==> config.mk <==
export PLATFORM = sky130hd
export DESIGN_NAME = mem_arbiter
export DESIGN_NICKNAME = d
export VERILOG_FILES = /design/src/rtl/mem_arb_pkg.sv /design/src/rtl/rr_arb2.sv /design/src/rtl/mem_arbiter.sv
export SDC_FILE = /design/constraint.sdc
export NUM_CORES = 1
export LEC_CHECK = 0
export BUFFER_PORTS_ARGS = -buffer_cell sky130_fd_sc_hd__buf_2
export CELL_PAD_IN_SITES_DETAIL_PLACEMENT = 1
export CELL_PAD_IN_SITES_GLOBAL_PLACEMENT = 1
export CORE_ASPECT_RATIO = 0.6
export CORE_MARGIN = 5
export CORE_UTILIZATION = 37
export DETAILED_ROUTE_END_ITERATION = 8
export PLACE_DENSITY = 0.83
export REMOVE_ABC_BUFFERS = 1
export SYNTH_ARGS = -nofsm -noshare
export SYNTH_HDL_FRONTEND = slang
export SYNTH_SLANG_ARGS = --single-unit
==> constraint.sdc <==
create_clock -name clk -period 5.1 [get_ports clk]
set_clock_uncertainty 0.15 [all_clocks]
set_input_delay 0.255 -clock clk [delete_from_list [all_inputs] [get_ports clk]]
set_output_delay 0.255 -clock clk [all_outputs]
set_load 0.005 [all_outputs]
==> src/rtl/mem_arb_pkg.sv <==
// ----------------------------------------------------------------------------
// mem_arb_pkg
//   Shared types and defaults for the IFU/LSU data-memory arbiter.
//   arb_state_e : arbiter FSM states
//   master_e    : master identity, used for ownership and last-grant tracking
//   *_IDX       : bit positions of each master in request/grant vectors
// ----------------------------------------------------------------------------
package mem_arb_pkg;

    localparam int unsigned ADDR_W_DEFAULT = 32;
    localparam int unsigned DATA_W_DEFAULT = 32;
    localparam int unsigned WMASK_W        = 8;

    localparam int unsigned IFU_IDX = 0;
    localparam int unsigned LSU_IDX = 1;

    typedef enum logic [1:0] {
        ARB_IDLE = 2'd0,
        ARB_REQ  = 2'd1,
        ARB_WAIT = 2'd2,
        ARB_RESP = 2'd3
    } arb_state_e;

    typedef enum logic {
        MST_IFU = 1'b0,
        MST_LSU = 1'b1
    } master_e;

    // Maps a one-hot grant vector to the winning master.
    function automatic master_e grant_owner(input logic [1:0] gnt);
        return gnt[LSU_IDX] ? MST_LSU : MST_IFU;
    endfunction

endpackage

==> src/rtl/rr_arb2.sv <==
// ----------------------------------------------------------------------------
// rr_arb2
//   Two-way round-robin picker. A lone requester always wins; on a tie the
//   master that was not granted last time wins.
//   req        in  [1:0]  request vector (bit IFU_IDX = IFU, LSU_IDX = LSU)
//   last_grant in         master granted by the previous arbitration
//   grant      out [1:0]  one-hot grant, all zero when nothing requests
// ----------------------------------------------------------------------------
module rr_arb2
    import mem_arb_pkg::*;
(
    input  logic [1:0] req,
    input  master_e    last_grant,
    output logic [1:0] grant
);

    always_comb begin
        grant = '0;
        case (req)
            2'b01:   grant = 2'b01;
            2'b10:   grant = 2'b10;
            2'b11: begin
                if (last_grant == MST_LSU) begin
                    grant[IFU_IDX] = 1'b1;
                end else begin
                    grant[LSU_IDX] = 1'b1;
                end
            end
            default: grant = '0;
        endcase
    end

endmodule

==> src/rtl/mem_arbiter.sv <==
// ----------------------------------------------------------------------------
// mem_arbiter
//   Shares the single data-memory port between the IFU (read-only) and the
//   LSU. One transaction is outstanding at a time:
//     IDLE -> (master handshake) -> REQ -> (mem handshake) -> WAIT
//          -> (mem response) -> RESP -> IDLE
//   Ports:
//     clk, rst_n                      clock, async active-low reset
//     ifu_req_valid/ready, ifu_addr   IFU read request channel
//     ifu_resp_valid                  one-cycle IFU response pulse
//     lsu_req_valid/ready, lsu_addr,
//     lsu_wen, lsu_wdata, lsu_wmask   LSU load/store request channel
//     lsu_resp_valid                  one-cycle LSU response pulse
//     rdata                           response data for the owning master
//     mem_req_valid/ready, mem_addr,
//     mem_wen, mem_wdata, mem_wmask   registered request to memory
//     mem_resp_valid, mem_rdata       memory response (no backpressure)
// ----------------------------------------------------------------------------
module mem_arbiter
    import mem_arb_pkg::*;
#(
    parameter int unsigned ADDR_W = ADDR_W_DEFAULT,
    parameter int unsigned DATA_W = DATA_W_DEFAULT
)
(
    input  logic               clk,
    input  logic               rst_n,

    input  logic               ifu_req_valid,
    output logic               ifu_req_ready,
    input  logic [ADDR_W-1:0]  ifu_addr,
    output logic               ifu_resp_valid,

    input  logic               lsu_req_valid,
    output logic               lsu_req_ready,
    input  logic [ADDR_W-1:0]  lsu_addr,
    input  logic               lsu_wen,
    input  logic [DATA_W-1:0]  lsu_wdata,
    input  logic [WMASK_W-1:0] lsu_wmask,
    output logic               lsu_resp_valid,

    output logic [DATA_W-1:0]  rdata,

    output logic               mem_req_valid,
    input  logic               mem_req_ready,
    output logic [ADDR_W-1:0]  mem_addr,
    output logic               mem_wen,
    output logic [DATA_W-1:0]  mem_wdata,
    output logic [WMASK_W-1:0] mem_wmask,
    input  logic               mem_resp_valid,
    input  logic [DATA_W-1:0]  mem_rdata
);

    arb_state_e state_q;
    arb_state_e state_d;
    master_e    last_grant_q;
    master_e    owner_q;
    master_e    winner;
    logic [1:0] req_vec;
    logic [1:0] grant;
    logic       req_hs;

    always_comb begin
        req_vec          = '0;
        req_vec[IFU_IDX] = ifu_req_valid;
        req_vec[LSU_IDX] = lsu_req_valid;
    end

    rr_arb2 u_rr_arb2 (
        .req        (req_vec),
        .last_grant (last_grant_q),
        .grant      (grant)
    );

    assign winner = grant_owner(grant);

    // ------------------------------------------------------------------
    // FSM: state register
    // ------------------------------------------------------------------
    always_ff @(posedge clk or negedge rst_n) begin
        if (!rst_n) begin
            state_q <= ARB_IDLE;
        end else begin
            state_q <= state_d;
        end
    end

    // ------------------------------------------------------------------
    // FSM: next state and master-side ready. Ready depends only on the
    // request valids and the state, never on the memory-side inputs.
    // ------------------------------------------------------------------
    always_comb begin
        state_d       = state_q;
        ifu_req_ready = 1'b0;
        lsu_req_ready = 1'b0;
        req_hs        = 1'b0;
        case (state_q)
            ARB_IDLE: begin
                ifu_req_ready = grant[IFU_IDX];
                lsu_req_ready = grant[LSU_IDX];
                req_hs        = |grant;
                if (req_hs) begin
                    state_d = ARB_REQ;
                end
            end
            ARB_REQ: begin
                // mem_req_valid is always high in this state.
                if (mem_req_ready) begin
                    state_d = ARB_WAIT;
                end
            end
            ARB_WAIT: begin
                if (mem_resp_valid) begin
                    state_d = ARB_RESP;
                end
            end
            ARB_RESP: begin
                state_d = ARB_IDLE;
            end
            default: begin
                state_d = ARB_IDLE;
            end
        endcase
    end

    // ------------------------------------------------------------------
    // Request latch, ownership, response latch and registered outputs.
    // mem_req_valid tracks ARB_REQ exactly but is kept as its own flop
    // so the memory side sees a registered signal.
    // ------------------------------------------------------------------
    always_ff @(posedge clk or negedge rst_n) begin
        if (!rst_n) begin
            last_grant_q   <= MST_LSU;
            owner_q        <= MST_IFU;
            mem_req_valid  <= 1'b0;
            mem_addr       <= '0;
            mem_wen        <= 1'b0;
            mem_wdata      <= '0;
            mem_wmask      <= '0;
            rdata          <= '0;
            ifu_resp_valid <= 1'b0;
            lsu_resp_valid <= 1'b0;
        end else begin
            case (state_q)
                ARB_IDLE: begin
                    if (req_hs) begin
                        owner_q       <= winner;
                        last_grant_q  <= winner;
                        mem_req_valid <= 1'b1;
                        if (winner == MST_LSU) begin
                            mem_addr  <= lsu_addr;
                            mem_wen   <= lsu_wen;
                            mem_wdata <= lsu_wdata;
                            mem_wmask <= lsu_wmask;
                        end else begin
                            // IFU is read-only: store fields are forced clear.
                            mem_addr  <= ifu_addr;
                            mem_wen   <= 1'b0;
                            mem_wdata <= '0;
                            mem_wmask <= '0;
                        end
                    end
                end
                ARB_REQ: begin
                    if (mem_req_ready) begin
                        mem_req_valid <= 1'b0;
                    end
                end
                ARB_WAIT: begin
                    // Responses seen in any other state are dropped.
                    if (mem_resp_valid) begin
                        rdata          <= mem_rdata;
                        ifu_resp_valid <= (owner_q == MST_IFU);
                        lsu_resp_valid <= (owner_q == MST_LSU);
                    end
                end
                ARB_RESP: begin
                    ifu_resp_valid <= 1'b0;
                    lsu_resp_valid <= 1'b0;
                end
                default: begin
                    mem_req_valid  <= 1'b0;
                    ifu_resp_valid <= 1'b0;
                    lsu_resp_valid <= 1'b0;
                end
            endcase
        end
    end

endmodule
==> After elaboration in Yosys (flattened, before gate mapping) <==
Cells that the tools add are included.
{ "word_totals": {"out_inout_bits": 110, "wordCells": 53, "in_bits": 143, "reg_bits": 112} }
{ "classes": {"reduce_logical": 9, "muxes": 22, "n_eq_ne": 10, "n_bitwise": 1} }
{ "op_table": {"columns": ["op", "n"], "rows": [
  ["$mux W32", 2],
  ["$mux W1", 11],
  ["$eq A2 B2 Y1 const B", 4],
  ["$mux W8", 1],
  ["$ne A2 B2 Y1 const B", 4],
  ["$pmux W2 S4", 1],
  ["$mux W2", 3],
  ["$pmux W1 S2", 3],
  ["$pmux W2 S3", 1],
  ["$reduce_and A2 Y1", 3],
  ["$reduce_and A3 Y1", 2],
  ["$eq A2 B1 Y1 const B", 2],
  ["$reduce_bool A2 Y1", 2],
  ["$logic_not A2 Y1", 1],
  ["$reduce_or A2 Y1", 1],
  ["$not A1 Y1", 1]
]} }

==> Depth between registers and ports, before layout <==
Gate-level depths: netlist (run 1).
{ "logic_depth": {"word_depth": 6, "ltp_mapped": 8, "mapped_depth_nobuf": 6} }

==> Modules after synthesis <==
A second synthesis (run 1) with hierarchy kept.
{ "hier_totals": {"cells_unflattened": 340, "area_unflattened_um2": 4508.1} }
{ "modules_own_cells": {"columns": ["mod", "area_each_um2", "instances", "cells_per_inst", "seq_area_each_um2"], "rows": [
  ["mem_arbiter", 4489.3, 1, 337, 2803.9],
  ["rr_arb2", 18.8, 1, 3, 0.0]
]} }

==> Worst setup path after synthesis (run 1) <==
No wires, ideal clock.
{ "synth_timing": {"path_type": "reg-to-output", "start": "register state_q[0]", "end": "output lsu_req_ready", "slack_ns": 3.329, "arrival_time_ns": 1.366, "n_path_buf": 2, "path_stages_with_launch": 8, "path_cell_list": "dfrtp_1 -> inv_1 -> ha_1 -> buf_2 -> nand2_1 -> or2_1 -> inv_2 -> buf_2"} }
{ "synth_via": {"elab_chain_len": 2} }
{ "synth_lines": {"columns": ["element", "line_no", "rtl"], "rows": [
  ["start: declaration", "mem_arbiter.sv:54", "arb_state_e state_q;"],
  ["start signal: assignment", "mem_arbiter.sv:84", "state_q <= state_d;"],
  ["$logic_not A2 Y1", "mem_arbiter.sv:97", "case (state_q)"],
  ["$mux W1", "mem_arbiter.sv:97", null],
  ["end: declaration", "mem_arbiter.sv:35", "output logic lsu_req_ready,"]
]} }
Every way passes these cells.

==> Worst setup path after layout (run 1) <==
{ "layout_timing": {"start": "register state_q[1]", "end": "output lsu_req_ready"} }
Same word-level chain as after synthesis.

==> out/results.txt, run 1 <==
Yosys top cell by area -> dfrtp_1
largest net degree at the start of global routing -> 71
vias in the first global route -> 5369
DRT antenna net count -> 0
Worst EP required -> 4.70 ns
VDD IR max -> 0.208 mV
Pwr Total -> 4110 uW
Syn Inst Count -> 417
outcome -> complete, no violations
Reg2Reg Depth -> 8
DR iter-0 viols -> 260
Hold Vio Cnt, Final -> 0
Critical path origin -> state_q[1]
CORE AREA -> 0.0130 mm^2
number of fill cells -> 1458
share of cells above drive strength 1 -> 43.2%
Fin Setup TNS -> 0 ns
WS Path Type -> reg2out
setup bufs post-CTS -> 0
Slew Limit Fails -> 0
WL/cell -> 21.1 um
I/O pin total -> 253
Finished Core Util -> 55.7%
Hold Path End -> mem_addr[16]
critical-path maximum fanout -> 70
post-DR vias/cell -> 5.38
Setup WS pre-CTS -> 1.87 ns
hold depth -> 3
Worst-Skew Late Latency -> 0.33 ns
reg2reg end -> mem_wdata[6]
CTS Hold Bufs -> 56
crit path capture type -> output pin
number of buffers and inverters on the critical path -> 4
port buffer count -> 252
critical path, cell by cell -> inv_1 > ha_2 > buf_4 > nand2_1 > or2_1 > inv_2 > buf_2
EDFF count, synth -> 0
Detailed Route WL -> 18.8 mm
CTS clk-pin slew, worst paths -> 0.08 ns
Initial Utilization -> 38.0%
DP Wirelength -> 12.9 mm
Synth area leaders -> dfrtp_1 56%, a22o_1 8.2%, mux2_2 7.3%
Tmin final -> 3.27 ns
Cell Area, Synth -> 0.00494 mm^2
initial antenna violation count -> 3
Max Fclk -> 306 MHz
Primary FF master, synth -> dfrtp_1
first-pass GRT wire length -> 29.3 mm
post-CTS sizing -> 0
Pre-antenna DRT Iters -> 4
Yosys cell types -> 30
Least-Margin Pin Slew -> 1.16 ns
CTS Buf Count -> 9
slack of the critical path -> 1.83 ns
die width -> 159 um
Min-Delay Path Class -> in2reg
reg2reg start -> state_q[1]
P&R area growth vs syn -> 46.3%
gpl congestion -> 0.796
final setup fails -> 0
Critical Path Start Type -> register
Ys Warns -> 0
period utilisation layout -> 64.1%
FF+latch count, synth -> 112
Synth top area share -> 56.3%
min-delay src -> lsu_addr[16]
P_leak -> 0.00366 uW
Clock Tree Root -> clkbuf_16
RSZ-0062 raised after global routing -> no
Slew Limit Headroom -> 22.7%
cell family with most CP delay -> buffers and inverters
nets -> 860
most frequent cells in the layout -> 251 x buf_2, 111 x dfrtp_1, 61 x dlygate4sd3_1
r2r setup slk -> 1.85 ns
die area -> 0.0158 mm^2
GR Overflow Total -> 0
Max Cap Violations -> 0
CTS tree -> done
Worst path max stage delay -> 0.56 ns
worst-case clock buffer depth -> 2
Num Clock Sinks -> 112
Placement Rows -> 32
DR vias -> 4792
DRC -> 0
crit path DAT -> 2.87 ns
Tot GR Track Use -> 22.8%
power density over cell area -> 569 mW/mm^2
H-tree Lvls -> 3
Syn Area/Cell -> 11.8 um^2
CP max stage cell -> buf_4
most common cell after layout, fill and taps aside -> buf_2
post-synthesis async set-or-reset flop share -> 100%
sequential fraction of the synthesis area -> 56.8%
Die H -> 99.5 um
-- worst register-to-register path, cell delays in order, from the launching register on --
cell and delay, ns:
dfrtp_1 0.42, inv_1 0.12, ha_2 0.17, buf_4 0.56, nand2_1 0.20, or2_1 0.29
inv_2 0.53, buf_4 0.52, a22o_1 0.24
-- state kept, by name (all words and copies together) (netlist names) --
| register | flops |
|---|---|
| mem_addr | 32 |
| state_q | 2 |
| mem_req_valid | 1 |
| owner_q | 1 |
| last_grant_q | 1 |
| lsu_resp_valid | 1 |
| mem_wen | 1 |
| ifu_resp_valid | 1 |
| mem_wmask | 8 |
| rdata | 32 |
| mem_wdata | 32 |
-- layout make-up --
class	instances	area, um^2	share of cell area [%]
clock inverter	6	57.6	0.797
antenna	3	7.51	0.104
clock buffer	10	239	3.31
inverter	39	146	2.03
multi-input combinational	231	1840	25.4
tap	170	213	2.95
timing repair buffer	319	1920	26.6
sequential	112	2800	38.8
-- per-stage QoR --
step           hold WS (ns)  cell area [um^2]  std cells
4_1_cts            0.000428              7160        882
6_report             0.0113              7220        890
3_3_place_gp          0.268              6310        810
3_5_place_dp          0.269              6310        810
5_1_grt             0.00434              7220        888
2_1_floorplan        -0.191              4770        382
-- metal layers --
| metal | part of all wire, % | vias up | global-route usage [%] | routed length, um |
|---|---|---|---|---|
| li1 | - | 2155 | - | - |
| met1 | 40 | 2413 | 28.1 | 7590 |
| met2 | 51 | 185 | 40.5 | 9640 |
| met3 | 5.9 | 35 | 5.59 | 1120 |
| met4 | 2.2 | 4 | 5.90 | 413 |
| met5 | 0.14 | - | 0 | 27 |
-- report_power, final --
group / switching (uW) / internal [uW]
clock: 344 / 358
combinational: 858 / 882
sequential: 317 / 1350
-- cells by family after synthesis --
family,Yosys count,synth area share [%]
compound gates,149,22.2
flops,112,56.8
buf+inv,74,6.29
simple gates,44,5.96
mux,33,7.53
fa+ha+maj,5,1.27
-- cell usage after synthesis (all sizes together), types with 2 or more instances --
| library cell | instances |
|---|---|
| o21ai | 32 |
| a22o | 46 |
| dfrtp | 111 |
| inv | 39 |
| mux2 | 33 |
| ha | 5 |
| nand2 | 5 |
| a221oi | 31 |
| nor2 | 2 |
| clkbuf | 14 |
| buf | 21 |
| o22ai | 33 |
| a21oi | 2 |
| nand3b | 31 |
-- worst max path at each step --
stage	endpoint	slack, ns	cells after the start
after CTS	lsu_req_ready	1.82	7
after detailed placement	mem_wdata[6]	1.87	8
after floorplan	mem_wdata[0]	1.53	4
final	lsu_req_ready	1.83	7
after global placement	mem_wen	2.06	8
after global routing	mem_wmask[7]	1.63	8
No activity file was read; power rests on OpenSTA's default activity.
==> inputs of run 2 (changes only) <==
ABC_AREA = 1   (was unset)
CORE_UTILIZATION = 29   (was 37)
PLACE_DENSITY = 0.74   (was 0.83)
clock period = 2.6 ns   (was 5.1 ns; I/O delays follow)
==> run 2 against run 1 <==
Against the previous run: count of clock-buffer cells in the layout increased by 1; sequential power up 79%; first-iteration DRC count fell by 25%; highest routed layer is now met4; largest power group unchanged; critical endpoint is now mem_addr[17]; non-clock buffer count increased by 81; cell count increased by 41%; worst hold slack improved by 0.062 ns; critical path depth is the same.
==> out/results.txt, run 2 <==
vias in the first global route -> 6257
Hold Path End -> ifu_resp_valid
RSZ-0062 raised after global routing -> no
Min-Delay Path Class -> in2reg
Largest regs -> mem_addr x32, mem_wdata x32, rdata x32
final setup fails -> 0
Synth area leaders -> dfrtp_1 55%, nand2_1 25%, nand3_1 6.7%
Least-Margin Pin Slew -> 0.555 ns
Clock Tree Root -> clkbuf_16
EDFF count, synth -> 0
critical-path maximum fanout -> 36
Slew Limit Fails -> 0
WL/cell -> 16.6 um
CP max stage cell -> dlygate4sd3_1
Syn Inst Count -> 637
Pwr Total -> 7580 uW
top cells by count, synth -> 331 x nand2_1, 111 x dfrtp_1, 77 x inv_1
placed inst area -> 0.00648 mm^2
I/O pin total -> 253
nets -> 1166
P&R area growth vs syn -> 62.5%
Tot GR Track Use -> 20.8%
P_leak -> 0.00476 uW
Pre-antenna DRT Iters -> 4
Reg2Reg Depth -> 7
Num Clock Sinks -> 112
VDD IR max -> 0.360 mV
Synth top area share -> 55.4%
power density over cell area -> 929 mW/mm^2
gpl congestion -> 0.764
setup bufs post-CTS -> 0
DRC -> 0
P_sw -> 2930 uW
final antenna diode count -> 0
WS Path Type -> reg2reg
CORE AREA -> 0.0171 mm^2
port buffer count -> 252
die width -> 180 um
Hold Vio Cnt, Final -> 0
combinational power share -> 42.5%
first-pass GRT wire length -> 34.1 mm
cell family with most CP delay -> buffers and inverters
sequential fraction of the synthesis area -> 55.9%
Primary FF master, synth -> dfrtp_1
critical path, cell by cell -> inv_1 > ha_1 > o21ai_4 > inv_4 > nand3_1 > dlygate4sd3_1 > nand2_1
H-tree Lvls -> 3
die area -> 0.0201 mm^2
largest net degree at the start of global routing -> 54
most common cell after layout, fill and taps aside -> nand2_1
Tmin final -> 2.27 ns
hold depth -> 5
Detailed Route WL -> 20.8 mm
worst-case clock buffer depth -> 2
DP Wirelength -> 12.4 mm
Max Fclk -> 440 MHz
Max Cap Violations -> 0
FF+latch count, synth -> 112
Placement Rows -> 37
share of cells above drive strength 1 -> 27.8%
DR vias -> 5637
min-delay src -> mem_resp_valid
Slew Limit Headroom -> 63.0%
most frequent cell after synthesis -> nand2_1
CTS clk-pin slew, worst paths -> 0.07 ns
post-DR vias/cell -> 4.49
crit path capture type -> register
Ys Warns -> 0
DRT antenna net count -> 0
CTS Buf Count -> 9
post-synthesis async set-or-reset flop share -> 100%
Syn Area/Cell -> 7.88 um^2
Yosys top cell by area -> dfrtp_1
Worst path max stage delay -> 0.60 ns
Cell Area, Synth -> 0.00502 mm^2
clock share of power -> 18.1%
Initial Utilization -> 29.4%
final hold slack -> 0.0732 ns
Final Cell Area -> 0.00816 mm^2
Sw Ratio -> 38.7%
reg2reg end -> mem_addr[17]
placed cell count -> 1103
r2r setup slk -> 0.33 ns
Fin Setup TNS -> 0 ns
number of buffers and inverters on the critical path -> 3
Final Non-Filler Cells -> 1256
reg2reg start -> state_q[1]
fraction of power consumed by sequential logic -> 39.4%
initial antenna violation count -> 0
Worst-Skew Late Latency -> 0.33 ns
Yosys cell types -> 19
most frequent cells in the layout -> 331 x nand2_1, 251 x buf_2, 138 x dlygate4sd3_1
Die H -> 112 um
Critical Path Start Type -> register
DR iter-0 viols -> 196
crit path DAT -> 2.40 ns
GR Overflow Total -> 0
Internal -> 4640 uW
period utilisation layout -> 87.4%
CTS tree -> done
Worst EP required -> 2.73 ns
outcome -> complete, no violations
-- run 2: changes by cell type in the layout (fill, tap and decap cells not counted), sizes merged, moves of 33 or more --
cell | before | now
nand2 | 5 | 332
dlygate4sd3 | 61 | 138
nand3 | 1 | 67
a22o | 46 | 0
inv | 43 | 81
mux2 | 33 | 0
-- run 2: power by group through the flow --
stage | combinational (uW) | sequential (uW) | clock, uW
after global placement | 2830 | 2950 | 0
final | 3220 | 2990 | 1370
after CTS | 3190 | 2960 | 1430
after detailed placement | 2900 | 2970 | 0
after floorplan | 1320 | 3000 | 0
after global routing | 3620 | 3090 | 1490
-- run 2: cell type report --
| type | count | area, um^2 |
|---|---|---|
| repair buffers | 400 | 2730 |
| fillers | 2122 | 8930 |
| flip-flops and latches | 112 | 2800 |
| well taps | 234 | 293 |
| clock inverters | 4 | 37.5 |
| inverters | 79 | 299 |
| multi-input cells | 416 | 1740 |
| clock buffers | 11 | 253 |
-- run 2: cell families after synthesis --
logic type / count (synthesis) / share of synthesized area [%]
flip-flops: 112 / 55.9
AO/OA/AOI/OAI: 6 / 0.873
adder cells (fa/ha/maj): 5 / 1.25
buffers and inverters: 109 / 9.50
AND/OR/NAND/NOR: 405 / 32.5
-- run 2: routing by layer --
layer  wire length, um  vias up  global-route usage, %
met4               268        0                   3.96
met3              1410       23                   5.65
met1              9000     2743                   26.2
met2             10200      211                   36.5
li1                  -     2660                      -
met5                 0        -                      0
-- run 2: worst max path at each step --
stage,slack (ns),to,cells after the start,start
global placement,0.73,last_grant_q,6,state_q[0]
CTS,0.13,mem_addr[19],7,state_q[1]
detailed placement,0.68,last_grant_q,6,state_q[1]
global route,0.18,mem_addr[17],7,state_q[0]
finish,0.33,mem_addr[17],7,state_q[1]
floorplan,0.29,ifu_resp_valid,6,state_q[0]
-- run 2: worst min-delay path: stages --
cell and delay (ns):
buf_2 0.11, nand2_1 0.08, inv_1 0.05, nand2_1 0.07
o22ai_1 0.08
-- run 2: per-stage QoR --
stage,util [%],setup slack [ns]
6_report,47.7,0.326
3_5_place_dp,37.9,0.679
2_1_floorplan,-,0.290
3_3_place_gp,37.9,0.731
4_1_cts,47.7,0.133
5_1_grt,47.7,0.184
-- run 2: timing repair --
| item | CTS | global route |
|---|---|---|
| resized for setup | 0 | 2 |
| endpoints found under the hold margin | 183 | 0 |
| endpoints found under the setup margin | 0 | 20 |
| hold buffers | 138 | 0 |
==> inputs of run 3 (changes only) <==
RECOVER_POWER = 50   (was unset)
==> run 3 against run 2 <==
Against the previous run: the flow now finishes with violations (max-capacitance violations, max-slew violations); worst hold slack about the same; count of clock-buffer cells in the layout unchanged; sequential cell count unchanged; combinational power fell by 4%; register-to-register slack about the same; critical endpoint unchanged; largest cell class unchanged; largest power group unchanged.
==> out/results.txt, run 3 (same netlist as run 2, synthesis figures left out) <==
outcome -> finished, violations left
failing checks -> max-capacitance violations, max-slew violations
most frequent cells in the layout -> 331 x nand2_1, 180 x buf_2, 138 x dlygate4sd3_1
Slew Limit Headroom -> -7.36%
Worst EP required -> 2.73 ns
gpl congestion -> 0.764
period utilisation layout -> 87.4%
DRT antenna net count -> 0
P_leak -> 0.00452 uW
Critical Path Start Type -> register
P&R area growth vs syn -> 60.7%
Internal -> 4520 uW
CTS Buf Count -> 9
die width -> 180 um
I/O pin total -> 253
P_sw -> 2950 uW
Initial Utilization -> 29.4%
Fin Setup TNS -> 0 ns
Finished Core Util -> 47.2%
VDD IR max -> 0.363 mV
clock share of power -> 18.4%
share of cells above drive strength 1 -> 20.7%
Min-Delay Path Class -> in2reg
Max Fclk -> 440 MHz
Die H -> 112 um
DR vias -> 5635
Detailed Route WL -> 20.8 mm
RSZ-0062 raised after global routing -> no
setup bufs post-CTS -> 0
largest net degree at the start of global routing -> 54
nets -> 1166
Pre-antenna DRT Iters -> 4
GR Overflow Total -> 0
Hold Vio Cnt, Final -> 0
fraction of power consumed by sequential logic -> 40.2%
combinational power share -> 41.4%
Worst-Skew Late Latency -> 0.33 ns
Placement Rows -> 37
port buffer count -> 252
worst-case clock buffer depth -> 2
critical-path maximum fanout -> 36
Tot GR Track Use -> 20.8%
DRC -> 0
placed inst area -> 0.00648 mm^2
die area -> 0.0201 mm^2
CTS tree -> done
Clock Tree Root -> clkbuf_16
H-tree Lvls -> 3
Max Cap Violations -> 1
WS Path Type -> reg2reg
DP Wirelength -> 12.4 mm
Final Non-Filler Cells -> 1256
most common cell after layout, fill and taps aside -> nand2_1
CORE AREA -> 0.0171 mm^2
post-DR vias/cell -> 4.49
final setup fails -> 0
WL/cell -> 16.6 um
CTS clk-pin slew, worst paths -> 0.07 ns
Least-Margin Pin Slew -> 1.61 ns
crit path capture type -> register
Tmin final -> 2.27 ns
Slew Limit Fails -> 28
Pwr Total -> 7470 uW
crit path DAT -> 2.40 ns
power density over cell area -> 927 mW/mm^2
DR iter-0 viols -> 184
placed cell count -> 1103
Final Cell Area -> 0.00806 mm^2
vias in the first global route -> 6257
initial antenna violation count -> 0
Num Clock Sinks -> 112
final antenna diode count -> 0
first-pass GRT wire length -> 34.1 mm
Largest regs -> mem_addr x32, mem_wdata x32, rdata x32
Sw Ratio -> 39.5%
## run 3: path summary, 6_finish.rpt
| path | slack [ns] | startpoint | endpoint | cells past startpoint |
|---|---|---|---|---|
| setup / recovery | 0.33 | state_q[1] | mem_addr[17] | 7 |
| hold reg to reg | 0.32 | owner_q | ifu_resp_valid | 1 |
| hold / removal | 0.07 | mem_resp_valid | ifu_resp_valid | 5 |
| setup reg to reg | 0.33 | state_q[1] | mem_addr[17] | 7 |
| max in group asynchronous | 0.49 | rst_n | mem_wmask[7] | 3 |
| min in group asynchronous | 0.60 | rst_n | rdata[8] | 2 |
## run 3: area by class of cell
class / instances / area [um^2]
fill: 2144 / 9020
clock buffer: 11 / 253
inverter: 79 / 299
tap: 234 / 293
clock inverter: 4 / 37.5
multi-input combinational: 416 / 1740
sequential: 112 / 2800
timing repair buffer: 400 / 2640
## run 3: repair_timing
action	CTS	global route
endpoints found under the setup margin	0	20
gates resized for setup	0	2
hold buffers	138	0
hold endpoints to repair	183	0
## run 3: per-layer routing
layer | global-route usage (%) | wire (um) | share of wire, % | vias to the layer above
met5 | 0 | 0 | 0 | -
met4 | 3.96 | 268 | 1.3 | 0
met3 | 5.65 | 1430 | 6.9 | 23
met2 | 36.5 | 10200 | 49 | 215
met1 | 26.2 | 8950 | 43 | 2736
li1 | - | - | - | 2661
## run 3: power by group through the flow
stage | Sequential, uW | Combinational [uW] | Clock (uW)
global placement | 2950 | 2830 | 0
finish | 3000 | 3100 | 1370
global route | 3100 | 3500 | 1490
CTS | 2960 | 3190 | 1430
floorplan | 3000 | 1320 | 0
detailed placement | 2970 | 2900 | 0
## run 3: stage by stage
| step | hold slack [ns] | worst slack, ns |
|---|---|---|
| floorplan | -0.316 | 0.290 |
| global placement | -0.0749 | 0.731 |
| detailed placement | -0.0746 | 0.679 |
| CTS | 0.0592 | 0.133 |
| global route | 0.107 | 0.174 |
| finish | 0.0727 | 0.327 |
## run 3: critical path, stage by stage, from the launching register on
cell	delay, ns
dfrtp_1	0.42
inv_1	0.12
ha_1	0.24
o21ai_4	0.12
inv_4	0.31
nand3_1	0.15
dlygate4sd3_1	0.60
nand2_1	0.06
